## config.mk

```make
export PLATFORM = sky130hd
export DESIGN_NAME = if_id_skid_reg
export DESIGN_NICKNAME = d
export VERILOG_FILES = /design/src/rtl/mips_pipe_pkg.sv /design/src/rtl/pipe_entry_reg.sv /design/src/rtl/if_id_skid_reg.sv
export SDC_FILE = /design/constraint.sdc
export NUM_CORES = 1
export LEC_CHECK = 0
export CAP_MARGIN = 20
export CORE_MARGIN = 5
export CORE_UTILIZATION = 30
export DETAILED_ROUTE_END_ITERATION = 12
export SLEW_MARGIN = 5
export SYNTH_ARGS = -nofsm -noshare
export SYNTH_HDL_FRONTEND = slang
export SYNTH_SLANG_ARGS = --single-unit
```

## constraint.sdc

```tcl
create_clock -name i_CLK -period 2.2 [get_ports i_CLK]
set_clock_uncertainty 0.2 [all_clocks]
set_input_delay 0.33 -clock i_CLK [delete_from_list [all_inputs] [get_ports i_CLK]]
set_output_delay 0.33 -clock i_CLK [all_outputs]
set_load 0.005 [all_outputs]
```

## src/rtl/mips_pipe_pkg.sv

```systemverilog
// rtl/mips_pipe_pkg.sv - shared MIPS pipeline types: NOP encoding, default widths, IF/ID entry, occupancy states
package mips_pipe_pkg;

    localparam int DEF_ADDRESS_WIDTH = 32;
    localparam int DEF_INSTR_WIDTH   = 32;

    // sll $0,$0,0
    localparam logic [31:0] NOP_INSTR = 32'h0000_0000;

    typedef struct packed {
        logic [DEF_INSTR_WIDTH-1:0]   instr;
        logic [DEF_ADDRESS_WIDTH-1:0] pcplus4;
        logic                         valid;
    } if_id_entry_t;

    typedef enum logic [1:0] {
        OCC_EMPTY = 2'd0,
        OCC_ONE   = 2'd1,
        OCC_FULL  = 2'd2
    } occ_state_t;

endpackage

```

## src/rtl/pipe_entry_reg.sv

```systemverilog
// rtl/pipe_entry_reg.sv - one pipeline entry (instr, pc+4, valid) with async clear, sync load and sync clear
module pipe_entry_reg #(
    parameter int ADDRESS_WIDTH = 32,
    parameter int INSTR_WIDTH   = 32
) (
    input  logic                     clk,
    input  logic                     rst_n,
    input  logic                     load,
    input  logic                     clear,
    input  logic [INSTR_WIDTH-1:0]   d_instr,
    input  logic [ADDRESS_WIDTH-1:0] d_pcplus4,
    output logic [INSTR_WIDTH-1:0]   q_instr,
    output logic [ADDRESS_WIDTH-1:0] q_pcplus4,
    output logic                     q_valid
);

    // Clear wins over load so a flush can never leave a half-written entry.
    always_ff @(posedge clk or negedge rst_n) begin
        if (!rst_n) begin
            q_instr   <= '0;
            q_pcplus4 <= '0;
            q_valid   <= 1'b0;
        end else if (clear) begin
            q_instr   <= '0;
            q_pcplus4 <= '0;
            q_valid   <= 1'b0;
        end else if (load) begin
            q_instr   <= d_instr;
            q_pcplus4 <= d_pcplus4;
            q_valid   <= 1'b1;
        end
    end

endmodule

```

## src/rtl/if_id_skid_reg.sv

```systemverilog
// rtl/if_id_skid_reg.sv - IF/ID 2-entry skid register; IFID_PERF_CNT_EN adds stall/flush counters
module if_id_skid_reg
    import mips_pipe_pkg::*;
#(
    parameter int ADDRESS_WIDTH = DEF_ADDRESS_WIDTH,
    parameter int INSTR_WIDTH   = DEF_INSTR_WIDTH
`ifdef IFID_PERF_CNT_EN
    ,
    parameter int CNT_WIDTH     = 32
`endif
) (
    input  logic                     i_CLK,
    input  logic                     i_RST,
    input  logic [INSTR_WIDTH-1:0]   i_InstrF,
    input  logic [ADDRESS_WIDTH-1:0] i_PCPlus4F,
    input  logic                     i_ValidF,
    output logic                     o_ReadyF,
    input  logic                     i_FlushD,
    input  logic                     i_ReadyD,
    output logic [INSTR_WIDTH-1:0]   o_InstrD,
    output logic [ADDRESS_WIDTH-1:0] o_PCPlus4D,
    output logic                     o_ValidD
`ifdef IFID_PERF_CNT_EN
    ,
    output logic [CNT_WIDTH-1:0]     o_StallCnt,
    output logic [CNT_WIDTH-1:0]     o_FlushCnt
`endif
);

    occ_state_t state, state_nxt;

    logic                     out_valid, skid_valid;
    logic [INSTR_WIDTH-1:0]   out_instr, skid_instr, out_d_instr;
    logic [ADDRESS_WIDTH-1:0] out_pcplus4, skid_pcplus4, out_d_pcplus4;
    logic                     out_load, out_clear, skid_load, skid_clear, out_from_skid;
    logic                     in_fire, out_fire;

    assign o_ReadyF = ~skid_valid;
    assign o_ValidD = out_valid;
    assign in_fire  = i_ValidF & o_ReadyF;
    assign out_fire = out_valid & i_ReadyD;

    always_comb begin
        state_nxt     = state;
        out_load      = 1'b0;
        out_clear     = 1'b0;
        skid_load     = 1'b0;
        skid_clear    = 1'b0;
        out_from_skid = 1'b0;
        if (i_FlushD) begin
            out_clear  = 1'b1;
            skid_clear = 1'b1;
            state_nxt  = OCC_EMPTY;
        end else begin
            unique case (state)
                OCC_EMPTY: begin
                    if (in_fire) begin
                        out_load  = 1'b1;
                        state_nxt = OCC_ONE;
                    end
                end
                OCC_ONE: begin
                    if (in_fire && out_fire) begin
                        out_load = 1'b1;
                    end else if (out_fire) begin
                        out_clear = 1'b1;
                        state_nxt = OCC_EMPTY;
                    end else if (in_fire) begin
                        skid_load = 1'b1;
                        state_nxt = OCC_FULL;
                    end
                end
                OCC_FULL: begin
                    if (out_fire) begin
                        out_load      = 1'b1;
                        out_from_skid = 1'b1;
                        skid_clear    = 1'b1;
                        state_nxt     = OCC_ONE;
                    end
                end
                default: begin
                    out_clear  = 1'b1;
                    skid_clear = 1'b1;
                    state_nxt  = OCC_EMPTY;
                end
            endcase
        end
    end

    always_ff @(posedge i_CLK or negedge i_RST) begin
        if (!i_RST) state <= OCC_EMPTY;
        else        state <= state_nxt;
    end

    assign out_d_instr   = out_from_skid ? skid_instr   : i_InstrF;
    assign out_d_pcplus4 = out_from_skid ? skid_pcplus4 : i_PCPlus4F;

    pipe_entry_reg #(
        .ADDRESS_WIDTH (ADDRESS_WIDTH),
        .INSTR_WIDTH   (INSTR_WIDTH)
    ) u_out (
        .clk       (i_CLK),
        .rst_n     (i_RST),
        .load      (out_load),
        .clear     (out_clear),
        .d_instr   (out_d_instr),
        .d_pcplus4 (out_d_pcplus4),
        .q_instr   (out_instr),
        .q_pcplus4 (out_pcplus4),
        .q_valid   (out_valid)
    );

    pipe_entry_reg #(
        .ADDRESS_WIDTH (ADDRESS_WIDTH),
        .INSTR_WIDTH   (INSTR_WIDTH)
    ) u_skid (
        .clk       (i_CLK),
        .rst_n     (i_RST),
        .load      (skid_load),
        .clear     (skid_clear),
        .d_instr   (i_InstrF),
        .d_pcplus4 (i_PCPlus4F),
        .q_instr   (skid_instr),
        .q_pcplus4 (skid_pcplus4),
        .q_valid   (skid_valid)
    );

    assign o_InstrD   = out_valid ? out_instr   : INSTR_WIDTH'(NOP_INSTR);
    assign o_PCPlus4D = out_valid ? out_pcplus4 : '0;

`ifdef IFID_PERF_CNT_EN
    logic [CNT_WIDTH-1:0] stall_cnt, flush_cnt;
    logic [1:0]           flush_drop;
    logic [CNT_WIDTH:0]   flush_sum;

    // An entry consumed in the flush cycle was delivered, so it is not counted.
    assign flush_drop = {1'b0, out_valid & ~out_fire} + {1'b0, skid_valid};
    assign flush_sum  = {1'b0, flush_cnt} + (CNT_WIDTH + 1)'(flush_drop);

    always_ff @(posedge i_CLK or negedge i_RST) begin
        if (!i_RST) begin
            stall_cnt <= '0;
            flush_cnt <= '0;
        end else begin
            if (i_ValidF && !o_ReadyF && (stall_cnt != '1))
                stall_cnt <= stall_cnt + 1'b1;
            if (i_FlushD)
                flush_cnt <= flush_sum[CNT_WIDTH] ? '1 : flush_sum[CNT_WIDTH-1:0];
        end
    end

    assign o_StallCnt = stall_cnt;
    assign o_FlushCnt = flush_cnt;
`endif

endmodule
```

# After elaboration in Yosys (flattened, before gate mapping)
# Cells that the tools add are included.
[classes] n_eq_ne=6 n_mux=39 n_bitwise=3 n_reduce_logical=7
[ops] op="$mux W32" n=12
[ops] op="$mux W1" n=17
[ops] op="$mux W2" n=6
[ops] op="$ne A3 B3 Y1 const B" n=3
[ops] op="$pmux W2 S3" n=1
[ops] op="$ne A4 B4 Y1 const B" n=1
[ops] op="$pmux W1 S2" n=2
[ops] op="$reduce_and A4 Y1" n=1
[ops] op="$reduce_bool A2 Y1" n=2
[ops] op="$reduce_or A2 Y1" n=2
[ops] op="$pmux W1 S3" n=1
[ops] op="$and A1 B1 Y1" n=2
[ops] op="$eq A2 B1 Y1 const B" n=1
[ops] op="$eq A2 B2 Y1 const B" n=1
[ops] op="$logic_not A2 Y1" n=1
[ops] op="$logic_and A1 B1 Y1" n=1
[ops] op="$not A1 Y1" n=1
[word_totals] register_bits=132 output_inout_bits=66 wordCells=62

# Longest topological paths before layout
[depth] ltp_word=9 depth_mapped=7

# Cells and area by module
# A second synthesis with hierarchy kept.
[hier_totals] cells_unflattened=585 area_unflattened_um2=6685.2
[by_module_without_submodules] mod="pipe_entry_reg" instances=2 cells_per_inst=209 area_per_inst_um2=2637.5 seq_area_each_um2=1626.6
[by_module_without_submodules] mod="if_id_skid_reg" instances=1 cells_per_inst=167 area_per_inst_um2=1410.1 seq_area_each_um2=50.0

# Least setup slack after synthesis
# Ideal clock, no wire load.
[synth_path] path_kind="reg2reg" start="register u_out.q_valid" end="register u_out.q_instr[0]" setup_time_ns=0.118 t_arrival_ns=1.494 path_slack_ns=0.388 stages_incl_launch_ff=8 path_buffers=3 synth_period_minus_slack_ns=1.812 cell_sequence="dfrtp_1 buf_2 a21bo_4 and3_1 buf_6 buf_6 a22o_1 a21o_1"
[synth_via] elab_chain_len=7 word_cells_on_any_way=15 classes_between="mux: 12; bitwise: 1; reduce/logical: 2"
[synth_lines] item="start: declaration" line="pipe_entry_reg.sv:14" text="output logic q_valid"
[synth_lines] item="start signal: assignment" line="pipe_entry_reg.sv:22" text="q_valid <= 1'b0;"
[synth_lines] item="start signal: assignment" line="pipe_entry_reg.sv:26" text="q_valid <= 1'b0;"
[synth_lines] item="start signal: assignment" line="pipe_entry_reg.sv:30" text="q_valid <= 1'b1;"
[synth_lines] item="$and A1 B1 Y1 *" line="if_id_skid_reg.sv:41" text="assign out_fire = out_valid & i_ReadyD;"
[synth_lines] item="$mux W1" line="if_id_skid_reg.sv:65, if_id_skid_reg.sv:74"
[synth_lines] item="$mux W1" line="if_id_skid_reg.sv:55" text="unique case (state)"
[synth_lines] item="$mux W1" line="if_id_skid_reg.sv:50" text="if (i_FlushD) begin"
[synth_lines] item="$mux W32" line="if_id_skid_reg.sv:95" text="assign out_d_instr = out_from_skid ? skid_instr : i_InstrF;"
[synth_lines] item="$mux W32" line="pipe_entry_reg.sv:27" text="end else if (load) begin"
[synth_lines] item="$mux W32" line="pipe_entry_reg.sv:23" text="end else if (clear) begin"
[synth_lines] item="end signal: assignment" line="pipe_entry_reg.sv:28" text="q_instr <= d_instr;"
[synth_lines] item="end: declaration" line="pipe_entry_reg.sv:12" text="output logic [INSTR_WIDTH-1:0] q_instr,"
# Mark *: on every way between the ends. The rest lies on a longest branch, timed or not. The select of a mux whose other input is x is not followed.
# A chain may end at the register's enable or synchronous reset.

# Final worst setup path
[layout_path] start="register u_out.q_valid" end="output port o_InstrD[22]"
[layout_via] elab_chain_len=1
[layout_lines] item="$mux W32" line="if_id_skid_reg.sv:128" text="assign o_InstrD = out_valid ? out_instr : INSTR_WIDTH'(NOP_INSTR);"
[layout_lines] item="end: declaration" line="if_id_skid_reg.sv:20" text="output logic [INSTR_WIDTH-1:0] o_InstrD,"
# Every way passes these cells.

==> summary.txt <==
Run status
  • Violated checks: negative setup slack
  • Status: finished, violations left

Worst setup path
  • Critical Path Start: u_out.q_valid
  • CP Class: flip-flop to output pin
  • Critical path, cell by cell: buf_12 -> and2_1 -> clkdlybuf4s50_1
  • Arr. time, crit path: 1.71 ns
  • Reg2Reg Setup Slack: 0.10 ns
  • Critical Path RT: 1.67 ns
  • Slowest stage delay, CP: 0.52 ns
  • Crit Path Max Fanout: 33
  • Worst setup SP type: flip-flop
  • RR Startpoint: u_out.q_valid
  • Worst setup EP type: output pin
  • Worst reg2reg path depth: 8
  • Critical path's slowest cell: clkdlybuf4s50_1

Worst hold path
  • Worst hold path class: input pin to asynchronous set/reset pin

Die
  • Initial core utilization: 30.4%
  • Row cnt: 51
  • Die Y: 150 um
  • Core area: 19,400 um^2
  • I/O pin cnt: 135
  • Chip Width: 150 um
  • Die ar.: 22,600 um^2

Timing
  • Rel. slew slack: 66.1%
  • Max Clk Rate: 447 MHz
  • Max-slew violations: 0
  • Worst slew pin tran: 0.509 ns
  • Worst setup margin: -0.0380 ns
  • Final min period: 2.24 ns
  • RSZ-0062 raised after global routing: true
  • Setup TNS: -0.0620 ns
  • Final setup violation count: 5
  • Tcrit/Tclk final: 102%
  • Fin. Hold Viols: 0

Detailed routing
  • DRT iter0 DRCs: 224
  • Drt drc: 0
  • 1st-pass router iterations: 5
  • Vias post-DR: 4,436
  • Routed WL per cell: 18.0 um
  • Total detailed-routing wirelength: 16.0 mm
  • DRT antenna net count: 0
  • Vias per std cell: 5.00

Pwr
  • Seq pwr share: 39.8%
  • Logic gate share of total power: 19.9%
  • Pint: 5.24 mW
  • Clk pwr share: 40.3%
  • Switching share of total power: 26.6%
  • PD cells: 859 nW/um^2
  • Sw Pwr: 1.90 mW
  • Worst vdd ir: 0.545 mV
  • Static Leak: 4.44 nW

Synth
  • Number of synthesized flops with an enable pin: 0
  • Syn Nets: 534
  • Synth async-reset ratio: 100%
  • Syn Inst Count: 465
  • Mapped cell area: 5900 um^2
  • Post-synth cell types: 35
  • Synth Warn #: 0
  • Synth Register Bits: 132
  • Top_reg_cell synth: dfrtp_1
  • Post-synthesis average cell area: 12.7 um^2
  • Sequential cell area fraction in the yosys report: 56.0%

CTS
  • CTS Sinks: 132
  • Maximum buffer depth of the clock tree: 2
  • Root Buffer: clkbuf_16
  • Skew-Pair Late Insertion Delay: 0.41 ns
  • CTS tree: built
  • Number of H-tree levels: 4
  • Clock buffer count from CTS: 17
  • Clock-pin slew on the worst setup and hold paths: 0.06 ns

Place
  • RD Place Congestion: 0.849
  • # port buffers: 134
  • DP Cell Count: 848
  • Post-DP HPWL: 10.4 mm

Global route
  • GRT Total Usage: 14.4%
  • Vias in the first global route: 4,697
  • Total grt overflow: 0
  • Largest net degree at the start of global routing: 54
  • Initial antenna violation count: 0
  • First-pass GRT wire length: 25.6 mm

Final layout
  • Antenna Cells: 0
  • Layout Cells excl Fill: 888
  • FF/Latch Area: 3300 um^2
  • Share of layout cells above drive strength 1: 15.4%
  • Nets: 679
  • Area grow syn2layout: 40.7%
  • Fillcell total: 1,852
  • Combined area of the multi-input logic cells: 2280 um^2

Run
  • Maxcap violations: 0
[cell families (layout without fill, tap and decap cells)]
| logic type | count (synthesis) | count (layout) | share of synthesized area, % |
|---|---|---|---|
| AOI/OAI and AO/OA | 205 | 205 | 29.0 |
| DFF | 132 | 132 | 56.0 |
| and+or+nand+nor | 83 | 83 | 9.08 |
| buffers and inverters | 44 | 202 | 5.79 |
| xor gates and xnor gates | 1 | 1 | 0.148 |
[stage by stage]
step / instance area (um^2) / util (%) / setup slack [ns] / power, mW / hold slack [ns]
after global routing: 8300 / 42.8 / -0.0951 / 7.48 / 0.283
after CTS: 8240 / 42.5 / -0.106 / 7.16 / 0.263
after detailed placement: 7640 / 39.4 / -0.0383 / 4.26 / 0.127
after global placement: 7640 / 39.4 / -0.00780 / 4.22 / 0.117
final: 8300 / 42.8 / -0.0380 / 7.13 / 0.255
after floorplan: 5900 / - / 0.388 / 3.63 / -0.166
[worst max-delay path: cells and delay by family (launching register included)]
family	cells	cell delay (ns)
buffers and inverters	2	0.70
flip-flops	1	0.41
AND/OR/NAND/NOR	1	0.17
[flip-flops by register name, summed over array words and instances, names as in the netlist]
name and count:
u_out.q_instr 32, u_skid.q_valid 1, state 2, u_out.q_valid 1, u_out.q_pcplus4 32, u_skid.q_instr 32, u_skid.q_pcplus4 32
[layer usage]
layer  GRT usage (%)  part of all wire, %  vias up
met1            20.1                   47     2269
met3            4.21                  5.5       13
met4            3.43                  1.0        0
met5               0                    0        -
met2            22.4                   46      140
li1                -                    -     2014
[cell usage after synthesis, drive strengths merged, types with 2 or more instances]
master / n / area share (%)
dfrtp: 132 / 56
a22o: 128 / 19
and2: 64 / 6.8
a21o: 63 / 8.1
buf: 23 / 4.5
clkbuf: 19 / 1.2
nor2: 6 / 0.42
a21oi: 5 / 0.62
a2bb2oi: 2 / 0.30
and2b: 2 / 0.30
inv: 2 / 0.13
nor2b: 2 / 0.25
o21ai: 2 / 0.17
or2b: 2 / 0.25
[power groups by stage]
stage                     logic, mW  clock network, mW  registers [mW]
after floorplan               0.815                  0            2.82
after global placement         1.34                  0            2.88
after detailed placement       1.37                  0            2.89
after CTS                      1.38               2.94            2.84
after global routing           1.55               3.07            2.87
final                          1.42               2.87            2.84
[layout by cell type, fill, tap and decap left out, types with 2 or more instances in the layout]
master and instances:
a21o_2 3, bufinv_16 2, and2_1 58, a2bb2oi_1 2
dfrtp_1 131, inv_6 2, clkdlybuf4s15_1 4, a21o_1 60
clkdlybuf4s50_1 89, clkbuf_2 10, and2b_2 2, buf_4 15
clkbuf_16 18, dlymetal6s2s_1 8, and2_4 6, nor2_1 5
inv_1 2, a21oi_1 4, or2b_1 2, clkbuf_8 4
dlygate4sd2_1 22, clkinvlp_4 4, buf_12 17, a22o_1 127
[final cells by class]
class	instances	share of cell area, %
sequential	132	39.8
clock buffer	22	5.84
timing repair buffer	168	21.4
inverter	2	0.0905
multi-input combinational	289	27.4
tap	265	4.00
clock inverter	10	1.46
[repair_timing]
item,4_1_cts,5_1_grt
pin swaps,0,0
setup endpoints to repair,57,28
hold endpoints to repair,51,0
cloned,0,1
setup buffers,2,4
hold buffers,1,0
gates resized for setup,40,34
[final timing paths]
path	to
max in group asynchronous	u_out.q_instr[1]
max reg2reg	u_skid.q_instr[7]
min in group i_CLK	u_out.q_instr[7]
max	o_InstrD[22]
min	u_out.q_pcplus4[21]
min reg2reg	u_out.q_instr[7]
Note: power is estimated with default switching activity, not from simulation.
